--- config.mk ---
export PLATFORM = sky130hd
export DESIGN_NAME = count_sched_flat
export DESIGN_NICKNAME = d
export VERILOG_FILES = /design/src/rtl/count_sched_if.sv /design/src/rtl/count_sched.sv /design/src/flat_wrapper.sv
export SDC_FILE = /design/constraint.sdc
export NUM_CORES = 1
export LEC_CHECK = 0
export CELL_PAD_IN_SITES_DETAIL_PLACEMENT = 0
export CELL_PAD_IN_SITES_GLOBAL_PLACEMENT = 2
export CORE_ASPECT_RATIO = 0.5
export CORE_MARGIN = 3
export CORE_UTILIZATION = 29
export DETAILED_ROUTE_END_ITERATION = 8
export GPL_ROUTABILITY_DRIVEN = 0
export GPL_TIMING_DRIVEN = 0
export PLACE_DENSITY_LB_ADDON = 0.08
export SYNTH_ARGS = -nofsm -noshare
export SYNTH_HDL_FRONTEND = slang
export SYNTH_SLANG_ARGS = --single-unit
--- constraint.sdc ---
create_clock -name clk -period 3 [get_ports clk]
set_input_delay 0.75 -clock clk [delete_from_list [all_inputs] [get_ports clk]]
set_output_delay 0.75 -clock clk [all_outputs]
set_load 0.1 [all_outputs]
--- src/rtl/count_sched_if.sv ---
// ============================================================================
// Module   : count_sched_if
// Purpose  : Requester and shared-counter signals of the count_sched block.
// Revision : 1.0
// ============================================================================
`timescale 1ns/1ps
`default_nettype none

interface count_sched_if #(
    parameter int WIDTH = 5,
    parameter int NREQ  = 4
);
    logic [NREQ-1:0]       req;
    logic [NREQ*WIDTH-1:0] len;
    logic [WIDTH-1:0]      cnt_out;
    logic                  cnt_rst;
    logic [NREQ-1:0]       gnt;
    logic [NREQ-1:0]       done;
    logic                  busy;

    modport master (
        output req, len, cnt_out,
        input  cnt_rst, gnt, done, busy
    );

    modport slave (
        input  req, len, cnt_out,
        output cnt_rst, gnt, done, busy
    );
endinterface

`default_nettype wire

--- src/rtl/count_sched.sv ---
// ============================================================================
// Module   : count_sched
// Purpose  : Round-robin sharing of one clearable up-counter among requesters.
// Revision : 1.0
// ============================================================================
`timescale 1ns/1ps
`default_nettype none

module count_sched #(
    parameter int WIDTH = 5,
    parameter int NREQ  = 4,
    parameter int INCR  = 1
) (
    input  logic          clk,
    input  logic          rst,
    count_sched_if.slave  bus
);
    typedef enum logic [1:0] {
        S_IDLE = 2'd0,
        S_RUN  = 2'd1,
        S_DONE = 2'd2
    } state_t;

    localparam int               IDXW       = (NREQ > 1) ? $clog2(NREQ) : 1;
    localparam logic [WIDTH:0]   c_incr     = (WIDTH+1)'(INCR);
    localparam logic [IDXW-1:0]  c_last     = IDXW'(NREQ - 1);
    localparam logic [IDXW:0]    c_nreq     = (IDXW+1)'(NREQ);
    localparam logic [NREQ-1:0]  c_one      = {{(NREQ-1){1'b0}}, 1'b1};

    state_t             state_q, state_d;
    logic [NREQ-1:0]    gnt_q, gnt_d;
    logic [NREQ-1:0]    done_q, done_d;
    logic [IDXW-1:0]    ptr_q, ptr_d;
    logic [IDXW-1:0]    idx_q, idx_d;
    logic [WIDTH-1:0]   len_q, len_d;

    logic [2*NREQ-1:0]  w_req2;
    logic [NREQ-1:0]    w_rot;
    logic [IDXW-1:0]    w_off;
    logic [IDXW:0]      w_sum;
    logic [IDXW-1:0]    w_sel;
    logic               w_any;
    logic [IDXW-1:0]    w_idx_inc;
    logic [WIDTH:0]     w_len_eff;
    logic [WIDTH:0]     w_cnt_next;
    logic               w_term;

    // Rotate requests so bit 0 is the pointer position, then take the lowest set bit.
    always_comb begin
        w_req2 = {bus.req, bus.req} >> ptr_q;
        w_rot  = w_req2[NREQ-1:0];
        w_off  = '0;
        for (int k = NREQ - 1; k >= 0; k--) begin
            if (w_rot[k]) begin
                w_off = IDXW'(k);
            end
        end
        w_sum = {1'b0, ptr_q} + {1'b0, w_off};
        w_sel = (w_sum >= c_nreq) ? IDXW'(w_sum - c_nreq) : IDXW'(w_sum);
        w_any = |bus.req;
    end

    // Terminal test is done one bit wider so cnt_out + INCR cannot wrap.
    always_comb begin
        w_idx_inc  = (idx_q == c_last) ? '0 : idx_q + 1'b1;
        w_len_eff  = (len_q == '0) ? c_incr : {1'b0, len_q};
        w_cnt_next = {1'b0, bus.cnt_out} + c_incr;
        w_term     = (w_cnt_next >= w_len_eff);
    end

    always_comb begin
        state_d = state_q;
        gnt_d   = gnt_q;
        done_d  = done_q;
        ptr_d   = ptr_q;
        idx_d   = idx_q;
        len_d   = len_q;
        case (state_q)
            S_IDLE: begin
                if (w_any) begin
                    state_d = S_RUN;
                    idx_d   = w_sel;
                    gnt_d   = c_one << w_sel;
                    len_d   = bus.len[w_sel*WIDTH +: WIDTH];
                end
            end
            S_RUN: begin
                // A dropped request wins over a simultaneous terminal count.
                if (!bus.req[idx_q]) begin
                    state_d = S_IDLE;
                    gnt_d   = '0;
                    ptr_d   = w_idx_inc;
                end else if (w_term) begin
                    state_d = S_DONE;
                    done_d  = c_one << idx_q;
                end
            end
            S_DONE: begin
                state_d = S_IDLE;
                gnt_d   = '0;
                done_d  = '0;
                ptr_d   = w_idx_inc;
            end
            default: begin
                state_d = S_IDLE;
                gnt_d   = '0;
                done_d  = '0;
            end
        endcase
    end

    always_ff @(posedge clk or posedge rst) begin
        if (rst) begin
            state_q <= S_IDLE;
            gnt_q   <= '0;
            done_q  <= '0;
            ptr_q   <= '0;
            idx_q   <= '0;
            len_q   <= '0;
        end else begin
            state_q <= state_d;
            gnt_q   <= gnt_d;
            done_q  <= done_d;
            ptr_q   <= ptr_d;
            idx_q   <= idx_d;
            len_q   <= len_d;
        end
    end

    assign bus.gnt     = gnt_q;
    assign bus.done    = done_q;
    assign bus.busy    = (state_q != S_IDLE);
    assign bus.cnt_rst = (state_q != S_RUN);

endmodule

`default_nettype wire
--- src/flat_wrapper.sv ---
// flat-port wrapper written by rule: the top's interface ports become plain ports
module count_sched_flat 
#(
    parameter int WIDTH = 5,
    parameter int NREQ  = 4,
    parameter int INCR  = 1
)
  (clk, rst, bus_req, bus_len, bus_cnt_out, bus_cnt_rst, bus_gnt, bus_done, bus_busy);
  count_sched_if #(.WIDTH(WIDTH), .NREQ(NREQ)) bus_i ();
  input  logic clk;
  input  logic rst;
  input wire logic [$bits(bus_i.req)-1:0] bus_req;
  input wire logic [$bits(bus_i.len)-1:0] bus_len;
  input wire logic [$bits(bus_i.cnt_out)-1:0] bus_cnt_out;
  output wire logic [$bits(bus_i.cnt_rst)-1:0] bus_cnt_rst;
  output wire logic [$bits(bus_i.gnt)-1:0] bus_gnt;
  output wire logic [$bits(bus_i.done)-1:0] bus_done;
  output wire logic [$bits(bus_i.busy)-1:0] bus_busy;
  assign bus_i.req = bus_req;
  assign bus_i.len = bus_len;
  assign bus_i.cnt_out = bus_cnt_out;
  assign bus_cnt_rst = bus_i.cnt_rst;
  assign bus_gnt = bus_i.gnt;
  assign bus_done = bus_i.done;
  assign bus_busy = bus_i.busy;
  count_sched #(.WIDTH(WIDTH), .NREQ(NREQ), .INCR(INCR)) u_core (.clk(clk), .rst(rst), .bus(bus_i));
endmodule
==> results of run 1 <==
[cell usage after synthesis (2+ instances only)]
cell type  instances
nor2b_1           10
nand3_1            4
xor2_1             3
nor3b_1            3
buf_2              3
inv_1             12
o211ai_1           5
or2_1              2
ha_1              13
clkbuf_1           4
nand4_1            2
o211a_1            2
o31ai_1            6
and2_1             2
a221oi_1           5
a2111oi_1          5
nand2b_1           3
nor2_1             6
o311ai_1           3
mux2_1             2
a21oi_1            3
dfrtp_1           19
o21ai_1            3
a22o_1             2
nor3_1             3
nand2_1           23
xnor2_1            2
[layout make-up]
| class | instances | area, µm² | area share |
|---|---|---|---|
| inverters | 12 | 45.0 | 0.0205 |
| flip-flops and latches | 19 | 475 | 0.216 |
| clock buffers | 3 | 41.3 | 0.0188 |
| plain buffers | 7 | 31.3 | 0.0142 |
| well taps | 70 | 87.6 | 0.0398 |
| clock inverters | 1 | 7.51 | 0.00341 |
| repair buffers | 44 | 432 | 0.196 |
| multi-input cells | 134 | 1080 | 0.491 |
[repair_timing]
item	CTS	global route
hold buffers	0	0
endpoints found under the hold margin	0	0
endpoints found under the setup margin	7	10
cloned	0	0
resized for setup	13	7
setup buffers	0	4
pin swaps	1	2
[kinds of logic after synthesis]
| logic type | Yosys count | share of synthesized area |
|---|---|---|
| and+or+nand+nor | 62 | 0.207 |
| buffers and inverters | 19 | 0.0474 |
| adders and majority gates | 13 | 0.103 |
| xor gates and xnor gates | 5 | 0.0277 |
| muxes | 4 | 0.0379 |
| DFF | 19 | 0.300 |
| AOI/OAI and AO/OA | 50 | 0.277 |
[worst max-delay path, stage by stage]
cell and delay [ns]:
clkdlybuf4s50_1 0.45, ha_1 0.25, xor2_1 0.15, ha_1 0.28, o21a_1 0.23, a2111oi_4 0.46, nor3_1 0.12, a311o_1 0.32
[power by group through the flow]
stage / Combinational, µW / Clock, µW / Sequential, µW
after global routing: 2100 / 203 / 492
final: 1900 / 188 / 474
after global placement: 1750 / 0 / 480
after detailed placement: 1770 / 0 / 479
after CTS: 1840 / 197 / 474
after floorplan: 1130 / 0 / 682
[layout by cell type, fill, tap and decap left out, types with 2 or more instances in the layout]
master           Yosys  final
or2_1                2      2
o211a_1              2      2
nor3b_1              3      3
o21ai_1              3      3
nand4_1              2      2
a221oi_1             5      5
nand2_1             23     23
o311ai_1             3      3
clkbuf_2             0      2
nor2_2               0      2
o211ai_1             5      5
and2_1               2      2
nor2_1               6      4
nand2b_1             3      3
clkbuf_8             0      3
a2111oi_2            0      5
dlymetal6s2s_1       0      3
a21oi_1              3      3
mux2_1               2      2
dfrtp_1             19     19
buf_4                0      4
xor2_1               3      2
buf_2                3      3
nor2b_1             10     10
ha_1                13     13
o31ai_1              6      6
clkbuf_1             4      3
nor3_1               3      3
a22o_1               2      2
nand3_1              4      3
inv_1               12     12
clkdlybuf4s50_1      0     34
[through the flow]
step                      cells  power (µW)  utilization  area [µm²]
after global placement      282        2230        0.407        2070
after floorplan             172        1810            -        1580
after global routing        290        2800        0.433        2200
after detailed placement    282        2240        0.407        2070
after CTS                   286        2520        0.425        2160
final                       290        2560        0.433        2200
[registers in the layout, indices dropped and copies added (netlist names)]
register         flops
u_core.len_q         5
u_core.bus.done      4
u_core.bus.gnt       4
u_core.idx_q         2
u_core.ptr_q         2
u_core.state_q       2
[worst max-delay path by stage]
stage,to
after floorplan,u_core.bus.done[3]$_DFFE_PP0P_
after global placement,u_core.len_q[4]$_DFFE_PP0P_
after detailed placement,u_core.len_q[1]$_DFFE_PP0P_
after CTS,u_core.bus.gnt[0]$_DFFE_PP0P_
after global routing,u_core.len_q[1]$_DFFE_PP0P_
final,u_core.bus.done[3]$_DFFE_PP0P_
[layer usage]
metal,vias to the layer above,wire [µm],part of all wire,GRT usage
li1,740,-,-,-
met3,2,244,0.060,0.0302
met2,47,1440,0.35,0.175
met4,0,23,0.0056,0.0263
met1,658,2380,0.58,0.214
met5,-,0,0,0
==> key figures, run 1 <==
Outcome
  – Outcome: finished, final reports clean

Critical path
  – Data arrival, critical path: 3.02 ns
  – Worst reg2reg path depth: 11
  – Crit path max fanout: 5
  – FF-to-FF Start: u_core.ptr_q[0]$_DFFE_PP0P_
  – Worst setup SP type: primary input
  – Critical path endpoint category: register
  – Kind of critical path: in2reg
  – Setup crit start: bus_cnt_out[0]
  – R2r endpoint: u_core.bus.gnt[0]$_DFFE_PP0P_
  – CP Data Required Time: 3.15 ns
  – R2r setup slk: 0.47 ns

Global routing
  – Vias in the first global route: 1,435
  – Largest net degree at the start of global routing: 20
  – Total GRT Usage: 0.133
  – First-pass GRT wire length: 6900 µm
  – Initial antenna violation count: 0
  – Overflow after GRT: 0

Power
  – Sw Ratio: 0.551
  – Seq pwr share: 0.185
  – Clock Power Share: 0.073
  – PD cells: 1160 nW/µm²
  – Comb pwr share: 0.742
  – Sw power: 1410 µW
  – Pleak: 0.000946 µW
  – P_int: 1150 µW
  – Maximum VDD drop: 0.502 mV

Drt
  – Avg Vias per Cell: 4.99
  – Initial DRC Count: 91
  – Post-Route WL: 4090 µm
  – Via count: 1,447
  – DRC viols: 0
  – Antenna Violating Nets Remaining: 0
  – Wirelength per Cell: 14.1 µm
  – First drt pass iteration count: 4

Layout
  – Fill count: 529
  – Fraction of layout cells with a size suffix above 1: 0.150
  – ANT cells: 0
  – Fin nets: 265
  – Layout area overhead: 39.1%

Timing
  – Crit share post-route: 0.957
  – Final Skew: 0.00356 ns
  – Worst-Margin Slew: 0.966 ns
  – Fin. Hold Viols: 0
  – # setup viols final: 0
  – Hold WS: 0.498 ns
  – Crit path time final: 2.87 ns
  – Setup TNS: 0 ns
  – RSZ-0062 raised after global routing: no
  – Fmax: 0.348 GHz
  – Final worst slack: 0.128 ns
  – Worst slew margin: 0.354
  – Count of final max-slew check failures: 0

Clock network
  – Clock transition at path regs: 0.08 ns
  – Number of H-tree levels: 1
  – Clock root cell: clkbuf_8
  – CTS sink count: 19
  – Max Root-Sink Buffers: 2
  – CTS tree: yes
  – Worst-Skew Late Latency: 0.26 ns
  – CTS Buf Count: 3

Synthesis
  – Area of the mapped netlist: 1580 µm²
  – Seq/Total Area, Yosys: 0.300
  – Synth area leader: dfrtp_1
  – Yosys cell types: 49
  – Area contributors post-synth: dfrtp_1 (30%), ha_1 (10%), nand2_1 (5.5%)
  – Yosys warns: 0
  – Post-synth top flop: dfrtp_1
  – Syn_nets: 216
  – Post-synth ARST share: 1.00
  – FF+latch count, synth: 19
  – Top-area cell type share of the netlist area: 0.300
  – Post-synth EDFFs: 0
  – Mean Syn Cell Area: 9.20 µm²
  – Syn Inst Count: 172

Placed design
  – Dpl ws: -0.453 ns
  – HPWL after DPL: 3280 µm
  – # port buffers: 40

Floorplanning
  – Die Span X: 110 µm
  – Row cnt: 18
  – Die area: 6430 µm²
  – Die height: 58.2 µm
  – Core area: 5090 µm²
  – Initial core utilization: 0.311
  – IO Count: 41

Min path
  – End point of the worst hold path: u_core.bus.gnt[1]$_DFFE_PP0P_
  – Worst hold path type: reg2reg
  – HP Start: u_core.bus.gnt[1]$_DFFE_PP0P_
  – Hold path depth: 2

Job
  – Max-Cap Viols: 0
Note: power is estimated with default switching activity, not from simulation.
==> run 2: changes to the inputs <==
--- a/config.mk
+++ b/config.mk
@@ -9,10 +9,10 @@
 export CELL_PAD_IN_SITES_GLOBAL_PLACEMENT = 2
 export CORE_ASPECT_RATIO = 0.5
 export CORE_MARGIN = 3
-export CORE_UTILIZATION = 29
+export CORE_UTILIZATION = 31
 export DETAILED_ROUTE_END_ITERATION = 8
 export GPL_ROUTABILITY_DRIVEN = 0
-export GPL_TIMING_DRIVEN = 0
+export GPL_TIMING_DRIVEN = 1
 export PLACE_DENSITY_LB_ADDON = 0.08
 export SYNTH_ARGS = -nofsm -noshare
 export SYNTH_HDL_FRONTEND = slang
==> constraint.sdc (replaced) <==
create_clock -name clk -period 3.45 [get_ports clk]
set_input_delay 0.8625 -clock clk [delete_from_list [all_inputs] [get_ports clk]]
set_output_delay 0.8625 -clock clk [all_outputs]
set_load 0.1 [all_outputs]
==> run 2 against run 1 <==
Against the previous run: clock power is 13% lower; first-iteration DRC count is 43% lower; core utilization is 1.8 points higher; final cell count is 3.4% lower; power is 18% lower; sequential power is 9.3% lower; worst hold slack worse by 0.013 ns; routed wire length is 4.7% lower; highest routed layer unchanged.
==> key figures, run 2 (synthesized netlist as in run 1, its figures left out) <==
Timing
  – Final Skew: 0.00299 ns (-0.000577 ns)
  – Hold WS: 0.485 ns (-0.0130 ns)
  – Count of final max-slew check failures: 0 (unchanged)
  – Crit share post-route: 0.896
  – Fin. Hold Viols: 0 (unchanged)
  – # setup viols final: 0 (unchanged)
  – RSZ-0062 raised after global routing: no
  – Fmax: 0.323 GHz
  – Worst slew margin: 0.511 (+0.157)
  – Crit path time final: 3.09 ns
  – Setup TNS: 0 ns (unchanged)
  – Final worst slack: 0.358 ns (+0.230 ns)
  – Worst-Margin Slew: 0.732 ns (-0.233 ns)

Clock network
  – Clock transition at path regs: 0.08 ns (about the same)
  – CTS tree: yes
  – Max Root-Sink Buffers: 2 (unchanged)
  – Clock root cell: clkbuf_8
  – Worst-Skew Late Latency: 0.26 ns (about the same)
  – Hold-fix buffers at CTS: 0 (unchanged)
  – CTS sink count: 19 (unchanged)
  – Number of H-tree levels: 1 (unchanged)
  – CTS Buf Count: 3 (unchanged)

Floorplanning
  – Core area: 4660 µm² (-8.5%)
  – IO Count: 41 (unchanged)
  – Die height: 56.5 µm (-2.9%)
  – Initial core utilization: 0.340 (+0.0288)
  – Die area: 6050 µm² (-6.0%)
  – Row cnt: 17 (-1)
  – Die Span X: 107 µm (-3.1%)

Drt
  – First drt pass iteration count: 5 (+1)
  – Antenna Violating Nets Remaining: 0 (unchanged)
  – Wirelength per Cell: 13.9 µm (-1.3%)
  – Via count: 1,423 (-1.7%)
  – Post-Route WL: 3890 µm (-4.7%)
  – Initial DRC Count: 52 (-43%)
  – Avg Vias per Cell: 5.08 (+1.9%)
  – DRC viols: 0 (unchanged)

Placed design
  – DP Cell Count: 276 (-2.1%)
  – HPWL after DPL: 3160 µm (-3.5%)
  – Dpl ws: -0.0187 ns (+0.434 ns)
  – Post-Place Cell Area: 2050 µm² (-1.1%)
  – # port buffers: 40 (unchanged)

Layout
  – Seq. cell area: 475 µm² (unchanged)
  – Max reg flops: 5 (unchanged)
  – Commonest cells after routing, fill and taps aside: clkdlybuf4s50_1 (30), nand2_1 (23), dfrtp_1 (19), buf_4 (15)
  – Layout area overhead: 32.6%
  – Reg with most FFs: u_core.len_q
  – Fill count: 473 (-11%)
  – Commonest non-fill, non-tap cell in the layout: clkdlybuf4s50_1
  – Post-route cell area: 2100 µm² (-4.7%)
  – Fraction of layout cells with a size suffix above 1: 0.140 (-0.00981)
  – Multi-input gate area: 1030 µm² (-4.4%)
  – Final std cells w/o fill: 280 (-3.4%)
  – Fin nets: 259 (-2.3%)
  – ANT cells: 0 (unchanged)

Critical path
  – CP Data Required Time: 3.58 ns (+0.43 ns)
  – Worst setup path endpoint: u_core.len_q[0]$_DFFE_PP0P_
  – Worst setup SP type: primary input
  – Data arrival, critical path: 3.23 ns (+0.21 ns)
  – Crit path max fanout: 21 (+16)
  – FF-to-FF Start: u_core.ptr_q[0]$_DFFE_PP0P_
  – Setup crit start: bus_req[2]
  – R2r setup slk: 0.97 ns (+0.50 ns)
  – Kind of critical path: in2reg
  – Worst reg2reg path depth: 9 (-2)
  – R2r endpoint: u_core.len_q[0]$_DFFE_PP0P_
  – Critical path endpoint category: register

Global routing
  – Initial antenna violation count: 0 (unchanged)
  – Vias in the first global route: 1,365 (-4.9%)
  – Overflow after GRT: 0 (unchanged)
  – Total GRT Usage: 0.137 (+0.00447)
  – First-pass GRT wire length: 6690 µm (-3.0%)
  – Largest net degree at the start of global routing: 22 (+10%)

Power
  – Pleak: 0.000901 µW (-4.7%)
  – PD cells: 996 nW/µm² (-14%)
  – Maximum VDD drop: 0.439 mV (-13%)

Outcome
  – Outcome: finished, final reports clean

Min path
  – Worst hold path type: reg2reg

Job
  – Max-Cap Viols: 0 (unchanged)
## run 2: final cells by class
cell class / count / share of cell area
multi-input combinational: 134 / 0.493
clock buffer: 3 / 0.0197
tap: 66 / 0.0393
inverter: 12 / 0.0215
timing repair buffer: 45 / 0.197
clock inverter: 1 / 0.00358
sequential: 19 / 0.226
## run 2: power by group
part	switching [µW]	total, µW	internal, µW
Sequential	104	430	326
Clock	81.9	163	81.5
Combinational	971	1500	527
Total	1160	2090	935
## run 2: repair_timing
item / CTS / global route
gates resized for setup: 0 / 1
endpoints found under the setup margin: 0 / 1
hold endpoints to repair: 0 / 0
setup buffers: 0 / 0
## run 2: worst min-delay path by stage
| stage | start | end | slack, ns | depth (start not counted) |
|---|---|---|---|---|
| 2_1_floorplan | u_core.len_q[1]$_DFFE_PP0P_ | u_core.len_q[1]$_DFFE_PP0P_ | 0.45 | 2 |
| 3_3_place_gp | u_core.len_q[2]$_DFFE_PP0P_ | u_core.len_q[2]$_DFFE_PP0P_ | 0.48 | 2 |
| 3_5_place_dp | u_core.len_q[1]$_DFFE_PP0P_ | u_core.len_q[1]$_DFFE_PP0P_ | 0.48 | 2 |
| 4_1_cts | u_core.len_q[1]$_DFFE_PP0P_ | u_core.len_q[1]$_DFFE_PP0P_ | 0.50 | 2 |
| 5_1_grt | u_core.len_q[1]$_DFFE_PP0P_ | u_core.len_q[1]$_DFFE_PP0P_ | 0.52 | 2 |
| 6_report | u_core.len_q[1]$_DFFE_PP0P_ | u_core.len_q[1]$_DFFE_PP0P_ | 0.49 | 2 |
## run 2: routing by layer
metal	vias to the layer above	global-route usage	wire, µm
met5	-	0	0
met1	645	0.222	2270
li1	731	-	-
met3	2	0.0367	266
met4	0	0.0219	23
met2	45	0.177	1330
## run 2: metrics by stage
| stage | total power (µW) | utilization |
|---|---|---|
| final | 2090 | 0.451 |
| after CTS | 2100 | 0.450 |
| after global routing | 2290 | 0.451 |
| after global placement | 1920 | 0.440 |
| after detailed placement | 1930 | 0.440 |
| after floorplan | 1570 | - |
## run 2: critical path: stages
cell             delay (ns)
clkdlybuf4s50_1        0.53
and3b_1                0.23
a21oi_1                0.11
nor2_1                 0.05
a21oi_1                0.12
o221ai_1               0.13
ha_2                   0.57
nor2b_1                0.08
a2111oi_1              0.42
o31ai_1                0.12
==> run 3: changes to the inputs <==
--- a/config.mk
+++ b/config.mk
@@ -8,12 +8,13 @@
 export CELL_PAD_IN_SITES_DETAIL_PLACEMENT = 0
 export CELL_PAD_IN_SITES_GLOBAL_PLACEMENT = 2
 export CORE_ASPECT_RATIO = 0.5
-export CORE_MARGIN = 3
+export CORE_MARGIN = 4
 export CORE_UTILIZATION = 31
 export DETAILED_ROUTE_END_ITERATION = 8
 export GPL_ROUTABILITY_DRIVEN = 0
 export GPL_TIMING_DRIVEN = 1
 export PLACE_DENSITY_LB_ADDON = 0.08
+export SLEW_MARGIN = 20
 export SYNTH_ARGS = -nofsm -noshare
 export SYNTH_HDL_FRONTEND = slang
 export SYNTH_SLANG_ARGS = --single-unit
==> run 3 against run 2 <==
Against the previous run: register-to-register slack worse by 0.06 ns; first-iteration DRC count is 19% lower; via count is 1.6% lower; clock power hardly changed; critical path depth is 2 higher; worst hold slack better by 0.0027 ns; sequential power hardly changed; flip-flop and latch count stayed put; non-clock buffer count stayed put; design area is 0.72% higher; clock skew is 0.0022 ns higher; final cell count is 1.4% higher; highest routed layer unchanged.
==> key figures, run 3 (synthesized netlist as in run 1, its figures left out) <==
Outcome
  – Outcome: finished, final reports clean

Timing
  – Final Skew: 0.00520 ns (+0.00221 ns)
  – Worst-Margin Slew: 0.726 ns (-0.00627 ns)
  – Worst slew margin: 0.516 (+0.00419)
  – # setup viols final: 0 (unchanged)
  – Fin. Hold Viols: 0 (unchanged)
  – Crit share post-route: 0.903 (+0.00702)
  – Setup TNS: 0 ns (unchanged)
  – RSZ-0062 raised after global routing: no
  – Final worst slack: 0.334 ns (-0.0242 ns)
  – Count of final max-slew check failures: 0 (unchanged)
  – Crit path time final: 3.12 ns (+0.0242 ns)
  – Fmax: 0.321 GHz (-0.78%)

Floorplanning
  – Die height: 58.5 µm (+3.5%)
  – Row cnt: 18 (+1)
  – Core area: 4930 µm² (+5.9%)
  – Die Span X: 109 µm (+1.9%)
  – IO Count: 41 (unchanged)
  – Initial core utilization: 0.321 (-0.0189)
  – Die area: 6380 µm² (+5.5%)

Layout
  – Fraction of layout cells with a size suffix above 1: 0.136 (-0.00467)
  – Max reg flops: 5 (unchanged)
  – Layout area overhead: 33.6%
  – Reg with most FFs: u_core.len_q
  – Commonest cells after routing, fill and taps aside: clkdlybuf4s50_1 (30), nand2_1 (23), dfrtp_1 (19), buf_4 (14), ha_1 (13)
  – ANT cells: 0 (unchanged)
  – Seq. cell area: 475 µm² (unchanged)
  – Multi-input gate area: 1030 µm² (-0.24%)
  – Fill count: 492 (+4.0%)
  – Commonest non-fill, non-tap cell in the layout: clkdlybuf4s50_1
  – Fin nets: 259 (unchanged)

Placed design
  – HPWL after DPL: 3270 µm (+3.5%)
  – Dpl ws: 0.0671 ns (+0.0858 ns)
  – # port buffers: 40 (unchanged)

Drt
  – Met1 WL: 2350 µm (+3.4%)
  – Total length of routed met3 wires: 227 µm (-15%)
  – Avg Vias per Cell: 4.93 (-3.0%)
  – Post-Route WL: 4010 µm (+3.0%)
  – Highest metal used: met4
  – Antenna Violating Nets Remaining: 0 (unchanged)
  – DRC viols: 0 (unchanged)
  – Met2 Routed Length: 1410 µm (+5.7%)
  – Wirelength per Cell: 14.1 µm (+1.5%)
  – Initial DRC Count: 42 (-19%)
  – First drt pass iteration count: 4 (-1)
  – Via count: 1,400 (-1.6%)

Clock network
  – CTS Buf Count: 3 (unchanged)
  – Clock root cell: clkbuf_8
  – Post-CTS Setup Repair Bufs: 0 (unchanged)
  – Number of H-tree levels: 1 (unchanged)
  – Worst-Skew Late Latency: 0.26 ns (about the same)
  – Max Root-Sink Buffers: 2 (unchanged)
  – Post-CTS Resized: 0 (unchanged)
  – Hold-fix buffers at CTS: 0 (unchanged)
  – CTS tree: yes
  – Clock transition at path regs: 0.08 ns (about the same)
  – CTS sink count: 19 (unchanged)

Power
  – Pleak: 0.000907 µW (+0.72%)
  – PD cells: 1000 nW/µm² (+0.43%)
  – Maximum VDD drop: 0.422 mV (-3.8%)

Min path
  – HP Start: u_core.len_q[1]$_DFFE_PP0P_
  – Worst hold path type: reg2reg
  – Hold path depth: 2 (unchanged)

Critical path
  – WP buf/inv: 2 (+1)
  – Critical path endpoint category: register
  – Data arrival, critical path: 3.25 ns (+0.02 ns)
  – CP Data Required Time: 3.58 ns (about the same)
  – Crit path max fanout: 7 (-67%)
  – Top Family by Delay on Critical Path: compound AO/OA/AOI/OAI gates
  – CP cell instances: clkdlybuf4s50_1 -> nor2_1 -> a21oi_1 -> nor2_1 -> a21oi_1 -> o221ai_1 -> ha_1 -> xnor2_1 -> buf_4 -> o21ai_4 -> a221oi_1 -> o31ai_1
  – Setup crit start: bus_req[0]
  – FF-to-FF Start: u_core.ptr_q[0]$_DFFE_PP0P_
  – R2r setup slk: 0.91 ns (-0.06 ns)
  – CP max stage cell: clkdlybuf4s50_1
  – Stages on the worst setup path: 12 (+2)
  – Crit-path max cell delay: 0.61 ns (+0.04 ns)
  – Worst reg2reg path depth: 11 (+2)
  – Worst setup SP type: primary input
  – Kind of critical path: in2reg

Job
  – Max-Cap Viols: 0 (unchanged)

Global routing
  – First-pass GRT wire length: 6580 µm (-1.7%)
  – Total GRT Usage: 0.129 (-0.00839)
  – Vias in the first global route: 1,340 (-1.8%)
  – Largest net degree at the start of global routing: 24 (+9.1%)
  – Overflow after GRT: 0 (unchanged)
  – Initial antenna violation count: 0 (unchanged)
[run 3: cell counts in the layout (fill, tap and decap cells not counted)]
Identical to the previous run, type by type.
[run 3: worst paths after layout]
check                                                end
setup / recovery             u_core.len_q[4]$_DFFE_PP0P_
hold / removal               u_core.len_q[1]$_DFFE_PP0P_
setup reg to reg             u_core.len_q[4]$_DFFE_PP0P_
hold reg to reg              u_core.len_q[1]$_DFFE_PP0P_
max in group asynchronous  u_core.bus.gnt[1]$_DFFE_PP0P_
min in group asynchronous    u_core.idx_q[1]$_DFFE_PP0P_
[run 3: final cells by class]
| class | count | area share |
|---|---|---|
| tap | 70 | 0.0414 |
| clock inverter | 1 | 0.00355 |
| clock buffer | 3 | 0.0195 |
| inverter | 12 | 0.0213 |
| sequential | 19 | 0.225 |
| timing repair buffer | 45 | 0.201 |
| multi-input combinational | 134 | 0.488 |
[run 3: worst reg2reg max path, cell delays in order, from the launching register on]
cell	delay [ns]
dfrtp_1	0.51
and3b_1	0.23
a21oi_1	0.11
nor2_1	0.05
a21oi_1	0.12
o221ai_1	0.12
ha_1	0.24
xnor2_1	0.31
buf_4	0.19
o21ai_4	0.07
a221oi_1	0.33
o31ai_1	0.12
[run 3: power by group]
part | switching [µW] | total [µW] | internal (µW)
sequential | 104 | 430 | 326
combinational | 988 | 1520 | 537
clock | 78.5 | 160 | 81.4
total | 1170 | 2120 | 945
[run 3: per-stage QoR]
step / cell area (µm²) / util / hold slack (ns) / instances / total power, µW
final: 2110 / 0.429 / 0.488 / 284 / 2120
after global routing: 2110 / 0.429 / 0.515 / 284 / 2280
after CTS: 2110 / 0.429 / 0.488 / 284 / 2130
after detailed placement: 2070 / 0.419 / 0.470 / 280 / 1960
after global placement: 2070 / 0.419 / 0.475 / 280 / 1950
after floorplan: 1580 / - / 0.449 / 172 / 1570
[run 3: routing by layer]
metal | track usage | vias up
li1 | - | 729
met1 | 0.208 | 630
met2 | 0.174 | 39
met3 | 0.0296 | 2
met4 | 0.0162 | 0
met5 | 0 | -
